`config.mk`:
```
export PLATFORM = sky130hd
export DESIGN_NAME = d_input_debounce_sync
export DESIGN_NICKNAME = d
export VERILOG_FILES = /design/src/rtl/d_input_debounce_sync.sv
export SDC_FILE = /design/constraint.sdc
export NUM_CORES = 1
export LEC_CHECK = 0
export BUFFER_PORTS_ARGS = -buffer_cell sky130_fd_sc_hd__buf_4
export CORE_AREA = 2 2 39 41
export CTS_CLUSTER_SIZE = 14
export DETAILED_ROUTE_END_ITERATION = 8
export DIE_AREA = 0 0 41 43
export PLACE_DENSITY_LB_ADDON = 0.08
export SLEW_MARGIN = 15
export SYNTH_ARGS = -nofsm -noshare
export SYNTH_HDL_FRONTEND = slang
export SYNTH_SLANG_ARGS = --single-unit
```
`constraint.sdc`:
```
create_clock -name clk -period 5.15 [get_ports clk]
set_clock_uncertainty 0.2 [all_clocks]
set_input_delay 0.515 -clock clk [delete_from_list [all_inputs] [get_ports clk]]
set_output_delay 0.515 -clock clk [all_outputs]
set_load 0.03 [all_outputs]
```
`src/rtl/d_input_debounce_sync.sv`:
```
// d_input_debounce_sync
// Conditions a raw asynchronous line (switch/data) for the level-triggered D flip-flop:
// a multi-flop synchroniser, a two-state debounce qualifier that accepts a new level only
// after STABLE_CYCLES consecutive differing samples, registered rise/fall pulses and a busy
// flag that is high while a candidate change is being qualified.
// Optional feature: define DEBOUNCE_GLITCH_CNT_EN to add the saturating glitch_cnt output,
// which counts every rejected (bounced) change and is cleared only by rst_n.
module d_input_debounce_sync #(
   parameter int SYNC_STAGES   = 2,
   parameter int STABLE_CYCLES = 16,
   parameter int CNT_W         = 8,
   parameter int GLITCH_W      = 8
) (
   input  logic                clk,
   input  logic                rst_n,
   input  logic                din,
   output logic                d_out,
   output logic                rise_pulse,
   output logic                fall_pulse,
   output logic                busy
`ifdef DEBOUNCE_GLITCH_CNT_EN
   ,
   output logic [GLITCH_W-1:0] glitch_cnt
`endif
);

   // Parameter legality is checked at elaboration so a bad build never reaches silicon.
   if (SYNC_STAGES < 2) begin : g_chk_sync
      $error("d_input_debounce_sync: SYNC_STAGES must be >= 2");
   end
   if (STABLE_CYCLES < 2) begin : g_chk_stable_min
      $error("d_input_debounce_sync: STABLE_CYCLES must be >= 2");
   end
   if (64'(STABLE_CYCLES) >= (64'd1 << CNT_W)) begin : g_chk_stable_max
      $error("d_input_debounce_sync: STABLE_CYCLES must be < 2**CNT_W");
   end

   typedef enum logic [0:0] {
      ST_IDLE  = 1'b0,
      ST_CHECK = 1'b1
   } state_t;

   // Terminal count: the sample that reaches this value is the STABLE_CYCLES-th agreeing one.
   localparam logic [CNT_W-1:0] CNT_LAST = CNT_W'(STABLE_CYCLES - 1);

   logic [SYNC_STAGES-1:0] sync_q;
   logic [SYNC_STAGES-1:0] sync_d;
   logic                   s_s;

   state_t                 state_q;
   state_t                 state_d;
   logic [CNT_W-1:0]       cnt_q;
   logic [CNT_W-1:0]       cnt_d;
   logic                   d_out_q;
   logic                   d_out_d;
   logic                   rise_q;
   logic                   rise_d;
   logic                   fall_q;
   logic                   fall_d;
   logic                   busy_q;
   logic                   busy_d;

   // Synchroniser shift: din enters stage 0, the last stage is the clean sample.
   always_comb begin
      sync_d = {sync_q[SYNC_STAGES-2:0], din};
   end

   assign s_s = sync_q[SYNC_STAGES-1];

   // Synchroniser flops; no logic between stages so metastability has a full cycle to settle.
   always_ff @(posedge clk or negedge rst_n) begin
      if (!rst_n) begin
         sync_q <= {SYNC_STAGES{1'b0}};
      end else begin
         sync_q <= sync_d;
      end
   end

   // Qualifier next-state: compare the synchronised sample against the registered level.
   always_comb begin
      state_d = state_q;
      cnt_d   = cnt_q;
      d_out_d = d_out_q;
      rise_d  = 1'b0;
      fall_d  = 1'b0;
      busy_d  = busy_q;
      case (state_q)
         ST_IDLE: begin
            if (s_s != d_out_q) begin
               state_d = ST_CHECK;
               cnt_d   = CNT_W'(1);
               busy_d  = 1'b1;
            end else begin
               cnt_d   = {CNT_W{1'b0}};
               busy_d  = 1'b0;
            end
         end
         ST_CHECK: begin
            if (s_s == d_out_q) begin
               // A single agreeing sample abandons the candidate: bounce rejected.
               state_d = ST_IDLE;
               cnt_d   = {CNT_W{1'b0}};
               busy_d  = 1'b0;
            end else if (cnt_q == CNT_LAST) begin
               state_d = ST_IDLE;
               cnt_d   = {CNT_W{1'b0}};
               busy_d  = 1'b0;
               d_out_d = ~d_out_q;
               rise_d  = ~d_out_q;
               fall_d  = d_out_q;
            end else begin
               cnt_d   = cnt_q + CNT_W'(1);
               busy_d  = 1'b1;
            end
         end
         default: begin
            state_d = ST_IDLE;
            cnt_d   = {CNT_W{1'b0}};
            busy_d  = 1'b0;
         end
      endcase
   end

   // Qualifier FSM state and all of its registered outputs.
   always_ff @(posedge clk or negedge rst_n) begin
      if (!rst_n) begin
         state_q <= ST_IDLE;
         cnt_q   <= {CNT_W{1'b0}};
         d_out_q <= 1'b0;
         rise_q  <= 1'b0;
         fall_q  <= 1'b0;
         busy_q  <= 1'b0;
      end else begin
         state_q <= state_d;
         cnt_q   <= cnt_d;
         d_out_q <= d_out_d;
         rise_q  <= rise_d;
         fall_q  <= fall_d;
         busy_q  <= busy_d;
      end
   end

   assign d_out      = d_out_q;
   assign rise_pulse = rise_q;
   assign fall_pulse = fall_q;
   assign busy       = busy_q;

`ifdef DEBOUNCE_GLITCH_CNT_EN
   logic                glitch_s;
   logic [GLITCH_W-1:0] glitch_q;
   logic [GLITCH_W-1:0] glitch_d;

   // Saturating count of rejected candidates; stays at all-ones once full.
   always_comb begin
      glitch_s = (state_q == ST_CHECK) && (s_s == d_out_q);
      if (glitch_s && (glitch_q != {GLITCH_W{1'b1}})) begin
         glitch_d = glitch_q + GLITCH_W'(1);
      end else begin
         glitch_d = glitch_q;
      end
   end

   // Glitch counter register, cleared only by the asynchronous reset.
   always_ff @(posedge clk or negedge rst_n) begin
      if (!rst_n) begin
         glitch_q <= {GLITCH_W{1'b0}};
      end else begin
         glitch_q <= glitch_d;
      end
   end

   assign glitch_cnt = glitch_q;
`endif

endmodule

```
==> results.txt, run 1 <==
----------------------------------------------------
[Run status]
  Status ... finished, final reports clean

[Pwr]
  Total power per unit cell area ... 286 mW/mm2
  Worst VDD drop ... 0.000135 V
  Leakage power of the design ... 0.318 nW

[Global route]
  Antenna violations before repair ... 0
  Global-route wire length before repair ... 1780 um
  Number of global-route vias before repair ... 420
  Global routing usage summed across all routing layers ... 0.150
  Maximum number of pins on one net before global-route repair ... 15
  Remaining Overflow, GRT ... 0

[Floorplan]
  Die width ... 41 um
  Die Outline Area ... 0.00176 mm2
  Core ar. ... 0.00138 mm2
  I/O pin cnt ... 7
  Effective utilization at floorplan ... 0.434
  Standard-cell rows ... 14
  DIE HEIGHT ... 43 um

[Worst setup path]
  Startpoint of the worst setup timing path ... cnt_q[0]$_DFF_PN0_
  Sort of element at the start of the critical path ... flop
  Slowest cell delay on critical path ... 430 ps
  Crit-path slowest cell ... or3_1
  R2r endpoint ... cnt_q[4]$_DFF_PN0_
  List of cells traversed by the critical path ... ha_1 > nand3_1 > or3_1 > a21oi_1
  Critical path start-end classification ... flop to flop
  Worst reg2reg startpoint ... cnt_q[0]$_DFF_PN0_
  Worst reg-to-reg setup slack ... 3430 ps
  Depth of the most critical reg-to-reg path ... 4
  Data required time at the worst endpoint ... 5150 ps
  CP arrival ... 1730 ps
  Capturing element of the worst setup path ... cnt_q[4]$_DFF_PN0_
  Largest driver fanout on the critical path ... 7
  Kind of end point of the critical path ... flop

[Synth]
  Multiplexer area fraction after synthesis ... 0
  Main combinational cell family by area after synthesis ... simple AND/OR/NAND/NOR gates
  Xor and xnor fraction of the mapped netlist area ... 0.0583
  Share of the synthesized area in compound gates (AO/OA/AOI/OAI) ... 0.131
  Portion of the post-synthesis area used by sequential elements ... 0.583
  Main flop type after synthesis ... dfrtp_1
  Commonest cells in the synthesized netlist ... dfrtp_1, a21oi_1, or3_1, nand2_1, o21ai_0
  Proportion of netlist area held by the largest area contributor ... 0.583
  Yosys warning total ... 0
  Post-synthesis cell type with the largest combined area ... dfrtp_1
  Net Count, Synth ... 55
  Basic-gate share of the synthesized area counting and, or, nand and nor cells ... 0.200
  Post-synth cell types ... 23
  Mean instance size in the synthesized netlist ... 11.8 um2
  Most frequent cell after synthesis ... dfrtp_1
  Count of state elements after synthesis ... 14
  Synth Instances ... 51
  Number of synthesized flops with an enable pin ... 0
  Post-synthesis share of cell area spent on full adders, half adders and majority gates ... 0.0208
  Cell area after synthesis ... 601 um2
  Share of flip-flops with an asynchronous set or reset ... 1.00
  Synth top area cells ... dfrtp_1, a21oi_1, or3_1, nor4b_4, xnor2_1

[Clock network]
  Clock tree from TritonCTS ... yes
  Number of levels the H-tree was split into ... 1
  Clock transition at the register clock pins on the worst setup and hold paths after CTS ... 90 ps
  Count of cells resized by post-cts repair ... 0
  Buffer cell driving the clock tree root ... clkbuf_4
  Buffer levels on the longest clock path ... 2
  Number of buffers added to fix hold violations after cts ... 1
  Number of buffers inserted during clock tree synthesis ... 3
  Buffers inserted by post-CTS timing repair ... 0
  Number of sinks on the clock net ... 14
  Worst skew pair latency ... 280 ps

[Route]
  Total detailed-routing wirelength ... 978 um
  Antenna violation net count after detailed routing ... 0
  Vias per std cell ... 5.24
  Number of design rule violations left after detail routing ... 0
  Detail-routed net length per standard cell ... 12.5 um
  Vias after detailed routing ... 409
  Starting DRT DRC Count ... 7
  Length of the first detailed-routing pass in iterations ... 4

[Finish]
  Fraction of final layout cells sized beyond drive strength 1 ... 0.194
  Area delta synth->final ... 18.5%
  Count of nets after finishing ... 67
  Number of antenna cells inserted ... 0

[Job]
  Max cap viols ... 0

[STA]
  Final setup TNS ... 0 ps
  Setup repair after global routing missed its margin ... no
  Achievable clock frequency ... 580 MHz
  Clock period minus final worst setup slack ... 1720 ps
  Share of the clock period used by the worst path ... 0.335
  Smallest setup slack after layout ... 3430 ps
  Endpoints failing setup ... 0
  Hold violation count in the final report ... 0
  Relative slew slack ... 0.749
  Slew @ Worst Pin ... 374 ps
  Fin. max-slew vios ... 0

[Placement]
  Buffers added on ports ... 6
  Routability congestion estimate ... 0.645
  Final HPWL DP ... 677 um
  Worst setup slack after placement ... 3430 ps

[Worst hold path]
  Instance count along the most critical hold path ... 1
  Type of the tightest min-delay check ... input pin to flop

----------------------------------------------------
==> metal layers <==
metal,share of wire,vias to the layer above,track usage,routed length (um)
li1,-,210,-,-
met4,0.0051,0,0.0600,5
met1,0.50,186,0.216,492
met5,0,-,0,0
met2,0.44,11,0.206,428
met3,0.052,2,0.0471,51
==> worst min path at each step <==
| stage | start | to | slack [ps] |
|---|---|---|---|
| 6_report | din | sync_q[0]$_DFF_PN0_ | 130 |
| 5_1_grt | din | sync_q[0]$_DFF_PN0_ | 120 |
| 4_1_cts | din | sync_q[0]$_DFF_PN0_ | 130 |
| 3_5_place_dp | sync_q[0]$_DFF_PN0_ | sync_q[1]$_DFF_PN0_ | 140 |
| 3_3_place_gp | sync_q[0]$_DFF_PN0_ | sync_q[1]$_DFF_PN0_ | 140 |
| 2_1_floorplan | rst_n | busy$_DFF_PN0_ | 20 |
==> layout by cell type (no fill, tap or decap), types with 2 or more instances in the layout <==
cell type / netlist / routed
nor2_1: 2 / 2
a21oi_1: 5 / 5
clkbuf_4: 0 / 3
xnor2_1: 2 / 2
o21ai_0: 3 / 3
xor2_1: 2 / 2
or3_1: 4 / 4
nand3_1: 2 / 2
buf_4: 0 / 6
nand2_1: 3 / 3
dfrtp_1: 14 / 14
==> flip-flops by register name, indices dropped and copies added, names as in the netlist <==
name / count
cnt_q: 8
sync_q: 2
busy: 1
d_out: 1
fall_pulse: 1
rise_pulse: 1
==> per-stage QoR <==
stage / hold slack (ps) / power [mW] / util / cells / area [um2]
after floorplan: 19.4 / 0.121 / - / 51 / 601
after global placement: 140 / 0.126 / 0.481 / 73 / 666
after detailed placement: 140 / 0.126 / 0.481 / 73 / 666
after CTS: 129 / 0.205 / 0.514 / 78 / 712
after global routing: 118 / 0.213 / 0.514 / 78 / 712
final: 132 / 0.204 / 0.514 / 78 / 712
==> critical path, delay by kind of cell (launching register included) <==
kind	cells	cell delay, ps
simple gates	2	680
flops	1	410
compound gates	1	140
fa+ha+maj	1	220
==> area by class of cell <==
type / count / area (um2)
Timing Repair Buffer: 7 / 55.1
Tap cell: 16 / 20.0
Fill cell: 126 / 672
Clock buffer: 4 / 36.3
Sequential cell: 14 / 350
Multi-Input combinational cell: 36 / 246
Inverter: 1 / 3.75
==> cells by family after synthesis <==
kind of cell	Yosys count
buf+inv	1
flops	14
fa+ha+maj	1
simple gates	18
compound gates	13
xor+xnor	4
==> where the power goes <==
group | leakage, nW | internal (mW) | switching, mW
Combinational | 0.110 | 0.00431 | 0.00556
Clock | 0.0210 | 0.0430 | 0.0365
Sequential | 0.186 | 0.112 | 0.00227
Total | 0.318 | 0.159 | 0.0443
Note: power is estimated with default switching activity, not from simulation.
==> run 2: changes to the inputs <==
--- a/config.mk
+++ b/config.mk
@@ -5,11 +5,12 @@
 export SDC_FILE = /design/constraint.sdc
 export NUM_CORES = 1
 export LEC_CHECK = 0
+export ABC_AREA = 1
 export BUFFER_PORTS_ARGS = -buffer_cell sky130_fd_sc_hd__buf_4
-export CORE_AREA = 2 2 39 41
+export CORE_MARGIN = 1
+export CORE_UTILIZATION = 48
 export CTS_CLUSTER_SIZE = 14
 export DETAILED_ROUTE_END_ITERATION = 8
-export DIE_AREA = 0 0 41 43
 export PLACE_DENSITY_LB_ADDON = 0.08
 export SLEW_MARGIN = 15
 export SYNTH_ARGS = -nofsm -noshare
==> constraint.sdc (replaced) <==
create_clock -name clk -period 1.5 [get_ports clk]
set_clock_uncertainty 0.2 [all_clocks]
set_input_delay 0.15 -clock clk [delete_from_list [all_inputs] [get_ports clk]]
set_output_delay 0.15 -clock clk [all_outputs]
set_load 0.03 [all_outputs]
==> results.txt, run 2 <==
----------------------------------------------------
[Run status]
  Status ... finished, final reports clean

[Synth]
  Post-synthesis cell type with the largest combined area ... dfrtp_1
  Portion of the post-synthesis area used by sequential elements ... 0.559
  Share of flip-flops with an asynchronous set or reset ... 1.00
  Synth Instances ... 71
  Yosys warning total ... 0
  Most frequent cell after synthesis ... dfrtp_1
  Mean instance size in the synthesized netlist ... 8.83 um2
  Post-synth cell types ... 15
  Main flop type after synthesis ... dfrtp_1
  Proportion of netlist area held by the largest area contributor ... 0.559
  Synth top area cells ... dfrtp_1, nand2_1, nor2_1, nand3_1, inv_1
  Count of state elements after synthesis ... 14
  Number of synthesized flops with an enable pin ... 0
  Net Count, Synth ... 75
  Commonest cells in the synthesized netlist ... dfrtp_1, nand2_1, nor2_1, inv_1, nand3_1
  Cell area after synthesis ... 627 um2

[Worst setup path]
  Depth of the most critical reg-to-reg path ... 6
  Worst reg2reg startpoint ... cnt_q[0]$_DFF_PN0_
  Critical path start-end classification ... flop to flop
  Kind of end point of the critical path ... flop
  Largest driver fanout on the critical path ... 3
  Data required time at the worst endpoint ... 1460 ps
  Worst reg-to-reg setup slack ... 120 ps
  Sort of element at the start of the critical path ... flop
  R2r endpoint ... cnt_q[7]$_DFF_PN0_
  CP arrival ... 1340 ps

[Route]
  Starting DRT DRC Count ... 15
  Total detailed-routing wirelength ... 940 um
  Vias per std cell ... 4.85
  Detail-routed net length per standard cell ... 9.79 um
  Length of the first detailed-routing pass in iterations ... 4
  Antenna violation net count after detailed routing ... 0
  Vias after detailed routing ... 466
  Number of design rule violations left after detail routing ... 0

[Placement]
  Final HPWL DP ... 724 um
  Post-placement cell area ... 689 um2
  Routability congestion estimate ... 0.749
  Buffers added on ports ... 6

[Global route]
  Global-route wire length before repair ... 1700 um
  Number of global-route vias before repair ... 390
  Maximum number of pins on one net before global-route repair ... 15
  Remaining Overflow, GRT ... 0
  Global routing usage summed across all routing layers ... 0.176
  Antenna violations before repair ... 0

[Clock network]
  Worst skew pair latency ... 270 ps
  Number of levels the H-tree was split into ... 1
  Buffers inserted by post-CTS timing repair ... 0
  Number of buffers inserted during clock tree synthesis ... 3
  Buffer cell driving the clock tree root ... clkbuf_4
  Number of sinks on the clock net ... 14
  Clock tree from TritonCTS ... yes
  Clock transition at the register clock pins on the worst setup and hold paths after CTS ... 80 ps
  Count of cells resized by post-cts repair ... 0
  Buffer levels on the longest clock path ... 2

[STA]
  Setup repair after global routing missed its margin ... no
  Achievable clock frequency ... 726 MHz
  Slew @ Worst Pin ... 214 ps
  Hold violation count in the final report ... 0
  Final setup TNS ... 0 ps
  Worst hold slack ... 50.9 ps
  Clock period minus final worst setup slack ... 1380 ps
  Share of the clock period used by the worst path ... 0.919
  Relative slew slack ... 0.857
  Endpoints failing setup ... 0
  Fin. max-slew vios ... 0

[Finish]
  Number of flip-flops in the largest register ... 8
  Top library cells by usage in the layout, fill and taps aside ... dfrtp_1, nand2_1, nor2_1
  Commonest non-fill, non-tap cell in the layout ... dfrtp_1
  Final Util ... 0.633
  Fraction of final layout cells sized beyond drive strength 1 ... 0.195
  Register with the most flip-flops ... cnt_q
  Count of nets after finishing ... 88
  Largest registers ... cnt_q (8), sync_q (2)
  Non-Filler Cell Area, Final ... 732 um2
  Filler Cells Inserted ... 101
  Number of antenna cells inserted ... 0
  Area delta synth->final ... 16.8%

[Pwr]
  Leakage power of the design ... 0.364 nW
  Worst VDD drop ... 0.000610 V
  Total power per unit cell area ... 866 mW/mm2
  Overall power after layout ... 0.634 mW

[Floorplan]
  Die width ... 38.1 um
  Effective utilization at floorplan ... 0.542
  DIE HEIGHT ... 38.1 um
  Die Outline Area ... 0.00145 mm2
  Core ar. ... 0.00116 mm2
  Standard-cell rows ... 12
  I/O pin cnt ... 7

[Worst hold path]
  Type of the tightest min-delay check ... input pin to async pin

[Job]
  Max cap viols ... 0

----------------------------------------------------
run 2: layout make-up:
class / instances / area [um2] / share of cell area
flip-flops and latches: 14 / 350 / 0.479
repair buffers: 8 / 65.1 / 0.0889
inverters: 9 / 33.8 / 0.0462
multi-input cells: 48 / 243 / 0.332
well taps: 14 / 17.5 / 0.0239
clock buffers: 3 / 22.5 / 0.0308
run 2: stage by stage:
step	std cells	worst slack, ps
detailed placement	91	126
finish	96	122
floorplan	71	132
global placement	91	169
CTS	96	122
global route	96	1.70
run 2: repair_timing:
| action | CTS | global route |
|---|---|---|
| hold buffers | 2 | 0 |
| hold endpoints to repair | 15 | 0 |
| setup endpoints to repair | 0 | 1 |
run 2: metal layers:
layer / GRT usage / part of all wire / vias to the layer above
met1: 0.248 / 0.51 / 205
met4: 0.107 / 0.015 / 0
met2: 0.233 / 0.43 / 10
met5: 0 / 0 / -
li1: - / - / 247
met3: 0.0523 / 0.039 / 4
run 2: power breakdown:
group	total, mW	leakage [nW]	switching, mW	internal (mW)
registers	0.389	0.186	0.00474	0.385
logic	0.0403	0.163	0.0231	0.0172
clock network	0.204	0.0138	0.111	0.0929
run 2: cells by family after synthesis:
logic type               share of synthesized area
flip-flops                                   0.559
AO/OA/AOI/OAI                               0.0519
XOR/XNOR                                    0.0279
AND/OR/NAND/NOR                              0.287
buffers and inverters                       0.0539
adder cells (fa/ha/maj)                     0.0200
run 2: worst max path at each step:
stage | slack [ps] | start | cells past startpoint | to
floorplan | 130 | d_out$_DFFE_PN0P_ | 7 | d_out$_DFFE_PN0P_
global route | 2 | cnt_q[0]$_DFF_PN0_ | 6 | cnt_q[3]$_DFF_PN0_
finish | 120 | cnt_q[0]$_DFF_PN0_ | 6 | cnt_q[7]$_DFF_PN0_
detailed placement | 130 | cnt_q[0]$_DFF_PN0_ | 6 | d_out$_DFFE_PN0P_
global placement | 170 | cnt_q[0]$_DFF_PN0_ | 6 | cnt_q[7]$_DFF_PN0_
CTS | 120 | cnt_q[0]$_DFF_PN0_ | 6 | cnt_q[5]$_DFF_PN0_
run 2: worst max-delay path, stage by stage (launching register included):
cell	delay [ps]
dfrtp_1	370
ha_1	200
nand2_1	100
nor2_1	100
nand3_1	150
nand3_1	120
nor2_1	40
